===== src/rtl/cdb_arbiter_pkg.sv =====
// Shared constants for the common-data-bus arbiter: default widths,
// the idle tag value and the fixed source index assignment.
package cdb_arbiter_pkg;

   localparam int TAG_WIDTH  = 6;
   localparam int DATA_WIDTH = 32;

   // Tag value shown on the bus while nothing is broadcast (all ones).
   // Producers never allocate this tag to a real result.
   localparam logic [TAG_WIDTH-1:0] TAG_FREE = '1;

   // Source index assignment on the bus.
   localparam int SRC_ALU = 0;
   localparam int SRC_BR  = 1;
   localparam int SRC_LS  = 2;

endpackage


===== src/rtl/cdb_src_fifo.sv =====
// Per-source result FIFO. Pointers carry one extra wrap bit so full and
// empty are distinguished without a separate counter. The caller only
// asserts push when not full and pop when not empty.
module cdb_src_fifo #(
   parameter int WIDTH = 8,
   parameter int DEPTH = 2
) (
   input  logic             clk,
   input  logic             rst,
   input  logic             flush,
   input  logic             push,
   input  logic             pop,
   input  logic [WIDTH-1:0] din,
   output logic [WIDTH-1:0] head,
   output logic             full,
   output logic             empty
);

   localparam int AW = $clog2(DEPTH);

   logic [AW:0]      wr_ptr;
   logic [AW:0]      rd_ptr;
   logic [WIDTH-1:0] mem [DEPTH];

   // Pointer update; flush drops everything, wrap of the pointers is silent.
   always_ff @(posedge clk or negedge rst) begin
      if (!rst) begin
         wr_ptr <= '0;
         rd_ptr <= '0;
      end else if (flush) begin
         wr_ptr <= '0;
         rd_ptr <= '0;
      end else begin
         if (push) wr_ptr <= wr_ptr + 1'b1;
         if (pop)  rd_ptr <= rd_ptr + 1'b1;
      end
   end

   // Storage write; contents need no reset because the pointers gate reads.
   always_ff @(posedge clk) begin
      if (push) mem[wr_ptr[AW-1:0]] <= din;
   end

   assign head  = mem[rd_ptr[AW-1:0]];
   assign empty = (wr_ptr == rd_ptr);
   assign full  = (wr_ptr[AW] != rd_ptr[AW]) &&
                  (wr_ptr[AW-1:0] == rd_ptr[AW-1:0]);

endmodule


===== src/rtl/cdb_arbiter.sv =====
// Common-data-bus arbiter: one FIFO per result producer, a round-robin pick
// among non-empty FIFO heads each cycle, and a registered broadcast stage.
// Handshake: a source result transfers at a rising edge when src_valid[i]
// and src_ready[i] are both high; src_ready depends only on the registered
// FIFO fill and on flush, so a full FIFO refuses even while its head pops.
module cdb_arbiter
   import cdb_arbiter_pkg::*;
#(
   parameter int NUM_SRC    = 3,
   parameter int TAG_W      = TAG_WIDTH,
   parameter int DATA_W     = DATA_WIDTH,
   parameter int FIFO_DEPTH = 2,
   parameter int SRC_W      = (NUM_SRC > 1) ? $clog2(NUM_SRC) : 1
) (
   input  logic                      clk,
   input  logic                      rst,
   input  logic                      flush,
   input  logic                      cdb_stall,
   input  logic [NUM_SRC-1:0]        src_valid,
   output logic [NUM_SRC-1:0]        src_ready,
   input  logic [NUM_SRC*TAG_W-1:0]  src_tag,
   input  logic [NUM_SRC*DATA_W-1:0] src_data,
   output logic                      cdb_valid,
   output logic [TAG_W-1:0]          cdb_tag,
   output logic [DATA_W-1:0]         cdb_data,
   output logic [SRC_W-1:0]          cdb_src,
   output logic [NUM_SRC-1:0]        cdb_ack
);

   localparam int EW = TAG_W + DATA_W;
   localparam logic [TAG_W-1:0] IDLE_TAG = {TAG_W{TAG_FREE[0]}};

   logic [NUM_SRC-1:0] full;
   logic [NUM_SRC-1:0] empty;
   logic [NUM_SRC-1:0] push;
   logic [NUM_SRC-1:0] pop;
   logic [NUM_SRC-1:0] req;
   logic [EW-1:0]      head [NUM_SRC];
   logic [SRC_W-1:0]   rr_ptr;
   logic [SRC_W-1:0]   rr_next;
   logic [SRC_W:0]     pick;
   logic               grant_valid;
   logic [SRC_W-1:0]   grant_idx;

   // Search upward from ptr (mod NUM_SRC); MSB of the result flags a grant.
   function automatic logic [SRC_W:0] rr_pick(input logic [NUM_SRC-1:0] r,
                                              input logic [SRC_W-1:0]   ptr);
      logic [SRC_W:0] res;
      int             cand;
      res = '0;
      for (int k = 0; k < NUM_SRC; k++) begin
         cand = (int'(ptr) + k) % NUM_SRC;
         if (!res[SRC_W] && r[cand]) res = {1'b1, SRC_W'(cand)};
      end
      return res;
   endfunction

   assign src_ready = ~full & {NUM_SRC{~flush}};
   assign push      = src_valid & src_ready;

   genvar gi;
   generate
      for (gi = 0; gi < NUM_SRC; gi++) begin : g_fifo
         cdb_src_fifo #(
            .WIDTH (EW),
            .DEPTH (FIFO_DEPTH)
         ) u_fifo (
            .clk   (clk),
            .rst   (rst),
            .flush (flush),
            .push  (push[gi]),
            .pop   (pop[gi]),
            .din   ({src_tag[gi*TAG_W +: TAG_W], src_data[gi*DATA_W +: DATA_W]}),
            .head  (head[gi]),
            .full  (full[gi]),
            .empty (empty[gi])
         );
      end
   endgenerate

   // Arbitration: pick a winner among non-empty FIFOs unless held off or flushed.
   always_comb begin
      req         = ~empty & {NUM_SRC{~(cdb_stall | flush)}};
      pick        = rr_pick(req, rr_ptr);
      grant_valid = pick[SRC_W];
      grant_idx   = pick[SRC_W-1:0];
      pop         = grant_valid ? (NUM_SRC'(1) << grant_idx) : '0;
      rr_next     = (grant_idx == SRC_W'(NUM_SRC - 1)) ? '0 : grant_idx + 1'b1;
   end

   // Broadcast register stage and round-robin pointer.
   always_ff @(posedge clk or negedge rst) begin
      if (!rst) begin
         cdb_valid <= 1'b0;
         cdb_tag   <= IDLE_TAG;
         cdb_data  <= '0;
         cdb_src   <= '0;
         cdb_ack   <= '0;
         rr_ptr    <= '0;
      end else begin
         cdb_ack <= pop;
         if (grant_valid) begin
            cdb_valid <= 1'b1;
            cdb_tag   <= head[grant_idx][EW-1 -: TAG_W];
            cdb_data  <= head[grant_idx][DATA_W-1:0];
            cdb_src   <= grant_idx;
         end else begin
            cdb_valid <= 1'b0;
            cdb_tag   <= IDLE_TAG;
            cdb_data  <= '0;
            cdb_src   <= '0;
         end
         if (flush)            rr_ptr <= '0;
         else if (grant_valid) rr_ptr <= rr_next;
      end
   end

endmodule

===== config.mk =====
export PLATFORM = sky130hd
export DESIGN_NAME = cdb_arbiter
export DESIGN_NICKNAME = d
export VERILOG_FILES = /design/src/rtl/cdb_arbiter_pkg.sv /design/src/rtl/cdb_src_fifo.sv /design/src/rtl/cdb_arbiter.sv
export SDC_FILE = /design/constraint.sdc
export NUM_CORES = 1
export LEC_CHECK = 0
export CAP_MARGIN = 20
export CORE_MARGIN = 5
export CORE_UTILIZATION = 30
export DETAILED_ROUTE_END_ITERATION = 10
export DONT_BUFFER_PORTS = 1
export HOLD_SLACK_MARGIN = 0.08
export PLACE_DENSITY = 0.5
export RECOVER_POWER = 50
export SKIP_CTS_REPAIR_TIMING = 1
export SYNTH_ARGS = -nofsm -noshare
export SYNTH_HDL_FRONTEND = slang
export SYNTH_SLANG_ARGS = --single-unit
export TNS_END_PERCENT = 20

===== constraint.sdc =====
create_clock -name clk -period 3.2 [get_ports clk]
set_input_delay 0.96 -clock clk [delete_from_list [all_inputs] [get_ports clk]]
set_output_delay 0.96 -clock clk [all_outputs]
set_load 0.01 [all_outputs]

* Word-level counts from Yosys, hierarchy flattened
Memory sizes are Yosys's and may differ from the RTL's.
Index checks and enable logic that the tools add are counted.
** Word-level totals
- Register bits after elaboration :: 58
- RAM bits :: 228
- Input port bits :: 121
- Output and inout port bits :: 47
- Logic and storage cells :: 106
- Memories :: 3
** Memory list
- g_fifo[0].u_fifo.mem :: depth 2, width 38, rd ports 1, clocked after Yosys merged registers in 0, write ports 1, line cdb_src_fifo.sv:23 : logic [WIDTH-1:0] mem [DEPTH];
- g_fifo[1].u_fifo.mem :: depth 2, width 38, rd ports 1, clocked after Yosys merged registers in 0, write ports 1, line cdb_src_fifo.sv:23
- g_fifo[2].u_fifo.mem :: depth 2, width 38, rd ports 1, clocked after Yosys merged registers in 0, write ports 1, line cdb_src_fifo.sv:23
** Cells by class
- Add/subtract/negate cells :: 9
- Div/mod/pow operators :: 3
- Order comparisons :: 4
- Equality and inequality tests :: 10
- Shifts and indexed selects :: 1
- Multiplexer cells :: 41
- Bitwise operators :: 9
- Reductions and logical operators :: 14
** Operator list (number)
- 32-bit by 4-bit < comparator with 1-bit output, second input constant :: 3
- 38-bit binary-select mux with 2-bit select :: 1
- 38-bit 2-to-1 mux :: 2
- 32-bit by 3-bit modulo with 32-bit output, second input constant :: 2
- 3-bit by 3-bit modulo with 32-bit output, second input constant :: 1
- 2-bit 2-to-1 mux :: 16
- 32-bit 2-to-1 mux :: 1
- 2-bit by 1-bit adder with 2-bit output, second input constant :: 7
- 2-bit nonzero test :: 7
- 1-bit 2-to-1 mux :: 13
- 3-bit 2-to-1 mux :: 4
- 3-bit AND :: 3
- 1-bit binary-select mux with 2-bit select :: 3
- 2-bit == test :: 3
- 6-bit 2-to-1 mux :: 1
- 3-bit inverter :: 2
- 1-bit logical AND :: 5
- 2-bit by 1-bit adder with 3-bit output, second input constant :: 1
- 2-bit by 2-bit adder with 3-bit output, second input constant :: 1
- 1-bit == test :: 3
- 3-bit greater-or-equal comparator, second input constant :: 1
- 1-bit inequality test :: 3
- 2-bit inverter with 3-bit output :: 1
- 1-bit by 2-bit left shift with 3-bit output, first input constant :: 1
- 4 further kinds :: 6

* Depth between registers and ports, before layout
- Word-level depth :: 18
- Gate-level depth with buffers :: 10

* Modules after synthesis
Synthesis repeated with hierarchy kept, for this count alone.
** Second synthesis, totals
- Cell total of the unflattened synthesis :: 679
- Area total of the unflattened synthesis :: 11995.3 um2
** By module, submodules not included
- cdb_src_fifo :: instances 3, cells an instance 139, area an instance 3153.0 um2, seq. area each 2382.3 um2
- cdb_arbiter :: instances 1, cells an instance 262, area an instance 2536.2 um2, seq. area each 1158.6 um2

* Worst setup path before layout
No wires, ideal clock.
- Path kind :: input port to flip-flop
- Start point :: input flush
- End point :: memory g_fifo[2].u_fifo.mem[0][0] (netlist bit), enable pin
- Setup time :: 0.435 ns
- Data arrival time :: 3.155 ns
- Data required time :: 2.765 ns
- Setup slack :: -0.390 ns
- Cell stages on the path :: 4
- Path buffers :: 1
- Path through :: buf_2 a21oi_1 nand2_1 nor2_1
** On the way
- Longest elaborated chain between the ends :: 5
** Ends and longest elaborated chain
- from (decl) :: line cdb_arbiter.sv:17 : input logic flush,
- 1-bit inverter :: line cdb_arbiter.sv:58 : assign src_ready = ~full & {NUM_SRC{~flush}};
- 3-bit AND :: line cdb_arbiter.sv:58
- net src_ready[2] :: line cdb_arbiter.sv:20 : output logic [NUM_SRC-1:0] src_ready,
- 3-bit AND :: line cdb_arbiter.sv:59 : assign push = src_valid & src_ready;
- 1-bit 2-to-1 mux :: line cdb_src_fifo.sv:41 : if (push) mem[wr_ptr[AW-1:0]] <= din;
- 1-bit 2-to-1 mux (not written as such) :: line cdb_src_fifo.sv:41
- to (decl) :: line cdb_src_fifo.sv:23
The timed path passes the listed nets, and every way through them passes these cells.

* Final worst setup path
- Start point :: register g_fifo[1].u_fifo.wr_ptr[0]
- End point :: register g_fifo[2].u_fifo.rd_ptr[1]
** On the way
- Longest elaborated chain between the ends :: 16
- Elaborated cells between the ends (all ways) :: 22
** Ends and longest elaborated chain
- from (decl) :: line cdb_src_fifo.sv:21 : logic [AW:0] wr_ptr;
- from (signal assigned) :: line cdb_src_fifo.sv:34 : if (push) wr_ptr <= wr_ptr + 1'b1;
- 2-bit == test * :: line cdb_src_fifo.sv:45 : assign empty = (wr_ptr == rd_ptr);
- 3-bit inverter * :: line cdb_arbiter.sv:83 : req = ~empty & {NUM_SRC{~(cdb_stall | flush)}};
- 3-bit AND * :: line cdb_arbiter.sv:83
- 1-bit binary-select mux with 2-bit select :: line cdb_arbiter.sv:53 : if (!res[SRC_W] && r[cand]) res = {1'b1, SRC_W'(cand)};
- 1-bit 2-to-1 mux (not written as such) (2 in series) :: line cdb_arbiter.sv:53
- 3-bit 2-to-1 mux :: line cdb_arbiter.sv:53
- 1-bit zero test :: line cdb_arbiter.sv:53
- 1-bit logical AND :: line cdb_arbiter.sv:53
- 3-bit 2-to-1 mux :: line cdb_arbiter.sv:53
- 1-bit zero test :: line cdb_arbiter.sv:53
- 1-bit logical AND :: line cdb_arbiter.sv:53
- 3-bit 2-to-1 mux * :: line cdb_arbiter.sv:53
- 1-bit by 2-bit left shift with 3-bit output :: line cdb_arbiter.sv:87 : pop = grant_valid ? (NUM_SRC'(1) << grant_idx) : '0;
- 3-bit 2-to-1 mux * :: line cdb_arbiter.sv:87
- 2-bit nonzero test (no line) *
- to (signal assigned) :: line cdb_src_fifo.sv:35 : if (pop) rd_ptr <= rd_ptr + 1'b1;
- to (decl) :: line cdb_src_fifo.sv:22 : logic [AW:0] rd_ptr;
Every way passes the cells marked *; elsewhere a longest branch is shown, timed or not. The select of a mux whose other input is x is not followed.
A chain may end at the register's enable or synchronous reset.

==> qor.yml <==
fp-row-count: 69
max_freq_mhz: 363
core_area_um2: 35600
die_x_um: 200
p_total_mw: 9.34
start_util_pct: 30.4
grt_usage_pct: 12.9
ys_ff_latch: 286
synth_area_leaders: "edfxtp_1 (63%), dfrtp_1 (12%), mux2i_1 (6.7%)"
cap_viol_max_count: 1
cts.sinks: 286
final_util_pct: 34.8
wl_per_cell_um: 23.7
synth_area_per_cell_um2: 18.1
ys_types: 45
cp_max_fo: 23
final.setup.tns_ns: 0
stdcell_count: 1098
cp-start-kind: "flip-flop"
cts_tree: "built"
final_nets: 735
routed_wl_um: 26000
ant_nets: 0
regToRegEndpoint: "g_fifo[2].u_fifo.rd_ptr[1]$_DFFE_PN0P_"
cts_buffer_depth: 3
viasPerCell: 4.85
grt_pass1_wl_um: 38200
placedCellCount: 1039
antenna_cells: 0
netlist_area_um2: 10800
dr_total_vias: 5326
gp_congestion: 0.753
cts_buffers: 31
grt_pass1_vias: 5736
drv_slew: 5
synth.most_common_cell: "edfxtp_1"
cp.required_ns: 3.64
cp.arrival_ns: 3.19
dp.final_hpwl_um: 16600
critPathKind: "reg2reg"
overflow: 0
p_per_area_nw_per_um2: 754
drive_above_1_share_pct: 21.0
setup_viol_count_final: 0
status: "finished, violations left"
route.detailed.drc: 0
synth_top_flop_cell: "edfxtp_1"
area.growth.synth_to_final_pct: 14.6
yosys.area.top_type: "edfxtp_1"
synth_cells: 596
final.min_clock_period_ns: 2.76
rsz0062_at_grt: "no"
num_io_pins: 168
htreeDepth: 1
fin_hold_ws_ns: 0.243
grt_start_max_net_pins: 59
r2r_slack_ns: 0.44
clk_latency_ns: 0.58
synth_top_area_share_pct: 63.3
synth_commonest_cells: "edfxtp_1 (228), mux2i_1 (72), dfrtp_1 (52), mux2_2 (46), a221oi_1 (32)"
port_buffers: 0
violations: "max-capacitance violations, max-slew violations"
die_area_um2: 39900
hold_violations: 0
leakage_nw: 4.17
syn_nets: 719
r2r-start: "g_fifo[1].u_fifo.wr_ptr[0]$_DFFE_PN0P_"
die_h_um: 200
yosysSeqAreaShare_pct: 76.8
synth_edf_count: 228
tightest_slew_ns: 1.50
slew_headroom_pct: -0.00783
drt_iter0_drc: 250
reg2reg_depth: 7
post-route-period-util_pct: 86.1
irDropWorstVdd_v: 0.000528
first_pass_iters: 5
cts_root_buf: "clkbuf_16"
async_flop_share_pct: 20.3
yosys_warnings: 0
fin_skew_ns: 0.0291
end_kind: "flip-flop"
path_clk_slew_ns: 0.06
antenna_found_initial: 1
hp-class: "in2async"
## through the flow
stage                     instance area, um2  worst slack (ns)
after floorplan                        10800            -0.365
after global placement                 11500             0.303
after detailed placement               11500             0.232
after CTS                              12400             0.502
after global routing                   12400             0.220
final                                  12400             0.445
## area by class of cell
cell class	count	area, um2
flip-flops and latches	286	8310
clock buffers	45	848
repair buffers	18	218
fillers	3341	23200
clock inverters	13	87.6
well taps	461	577
multi-input cells	270	2330
inverters	5	18.8
## per-layer routing
layer  share of wire, %  wire [um]  track usage (%)  vias to the layer above
li1                   -          -                -                     2370
met1                 40      10500             16.1                     2730
met2                 49      12700             21.5                      183
met3                8.9       2310             4.60                       41
met4                2.2        580             3.25                        2
met5              0.050         13                0                        -
## state kept, by name, indices dropped and copies added (netlist names)
| signal | flops |
|---|---|
| g_fifo.u_fifo.mem | 228 |
| cdb_data | 32 |
| cdb_tag | 6 |
| g_fifo.u_fifo.rd_ptr | 6 |
| g_fifo.u_fifo.wr_ptr | 6 |
| cdb_ack | 3 |
| cdb_src | 2 |
| rr_ptr | 2 |
| cdb_valid | 1 |
## kinds of logic (layout without fill, tap and decap cells)
logic type               after synthesis  after routing  synth area share [%]
flip-flops                           286            286                  76.8
multiplexers                         118            118                  11.5
adder cells (fa/ha/maj)                2              2                 0.231
AND/OR/NAND/NOR                       34             34                  1.67
buffers and inverters                 40             81                  1.94
XOR/XNOR                              12             12                  1.04
AO/OA/AOI/OAI                        104            104                  6.83
## report_power, final
group          total [mW]  internal (mW)  switching (mW)
clock                3.26           1.85            1.42
combinational        1.42          0.553           0.866
sequential           4.66           4.42           0.244
## worst max-delay path, cell delays in order, from the launching register on
cell and delay, ns:
dfrtp_1 0.45, xor2_1 0.20, o21ai_0 0.33, nand4b_1 0.24, a21oi_4 0.74, buf_4 0.41
nand2_1 0.11, mux2i_1 0.15
## worst max-delay path by stage
| stage | end | cells past startpoint | slack [ns] | start |
|---|---|---|---|---|
| CTS | g_fifo[2].u_fifo.rd_ptr[1]$_DFFE_PN0P_ | 8 | 0.50 | rr_ptr[0]$_DFFE_PN0P_ |
| global placement | g_fifo[2].u_fifo.rd_ptr[1]$_DFFE_PN0P_ | 7 | 0.30 | flush |
| finish | g_fifo[2].u_fifo.rd_ptr[1]$_DFFE_PN0P_ | 7 | 0.44 | g_fifo[1].u_fifo.wr_ptr[0]$_DFFE_PN0P_ |
| global route | g_fifo[2].u_fifo.rd_ptr[1]$_DFFE_PN0P_ | 7 | 0.22 | g_fifo[1].u_fifo.wr_ptr[0]$_DFFE_PN0P_ |
| floorplan | g_fifo[0].u_fifo.mem[0][0]$_DFFE_PP_ | 4 | -0.36 | flush |
| detailed placement | g_fifo[2].u_fifo.rd_ptr[1]$_DFFE_PN0P_ | 7 | 0.23 | flush |
## placed cells by master, fill, tap and decap left out, types with 5 or more instances in the layout
cell type / count
edfxtp_1: 228
mux2i_1: 72
dfrtp_1: 49
mux2_2: 46
a221oi_1: 32
clkbuf_16: 31
o21ai_0: 30
o21ai_1: 13
clkbuf_1: 12
nor2_1: 10
buf_4: 9
buf_12: 7
xor2_1: 6
a21oi_1: 6
a221o_1: 6
dfstp_2: 6
inv_1: 5
nand2_1: 5
xnor2_1: 5
No activity file was read; power rests on OpenSTA's default activity.
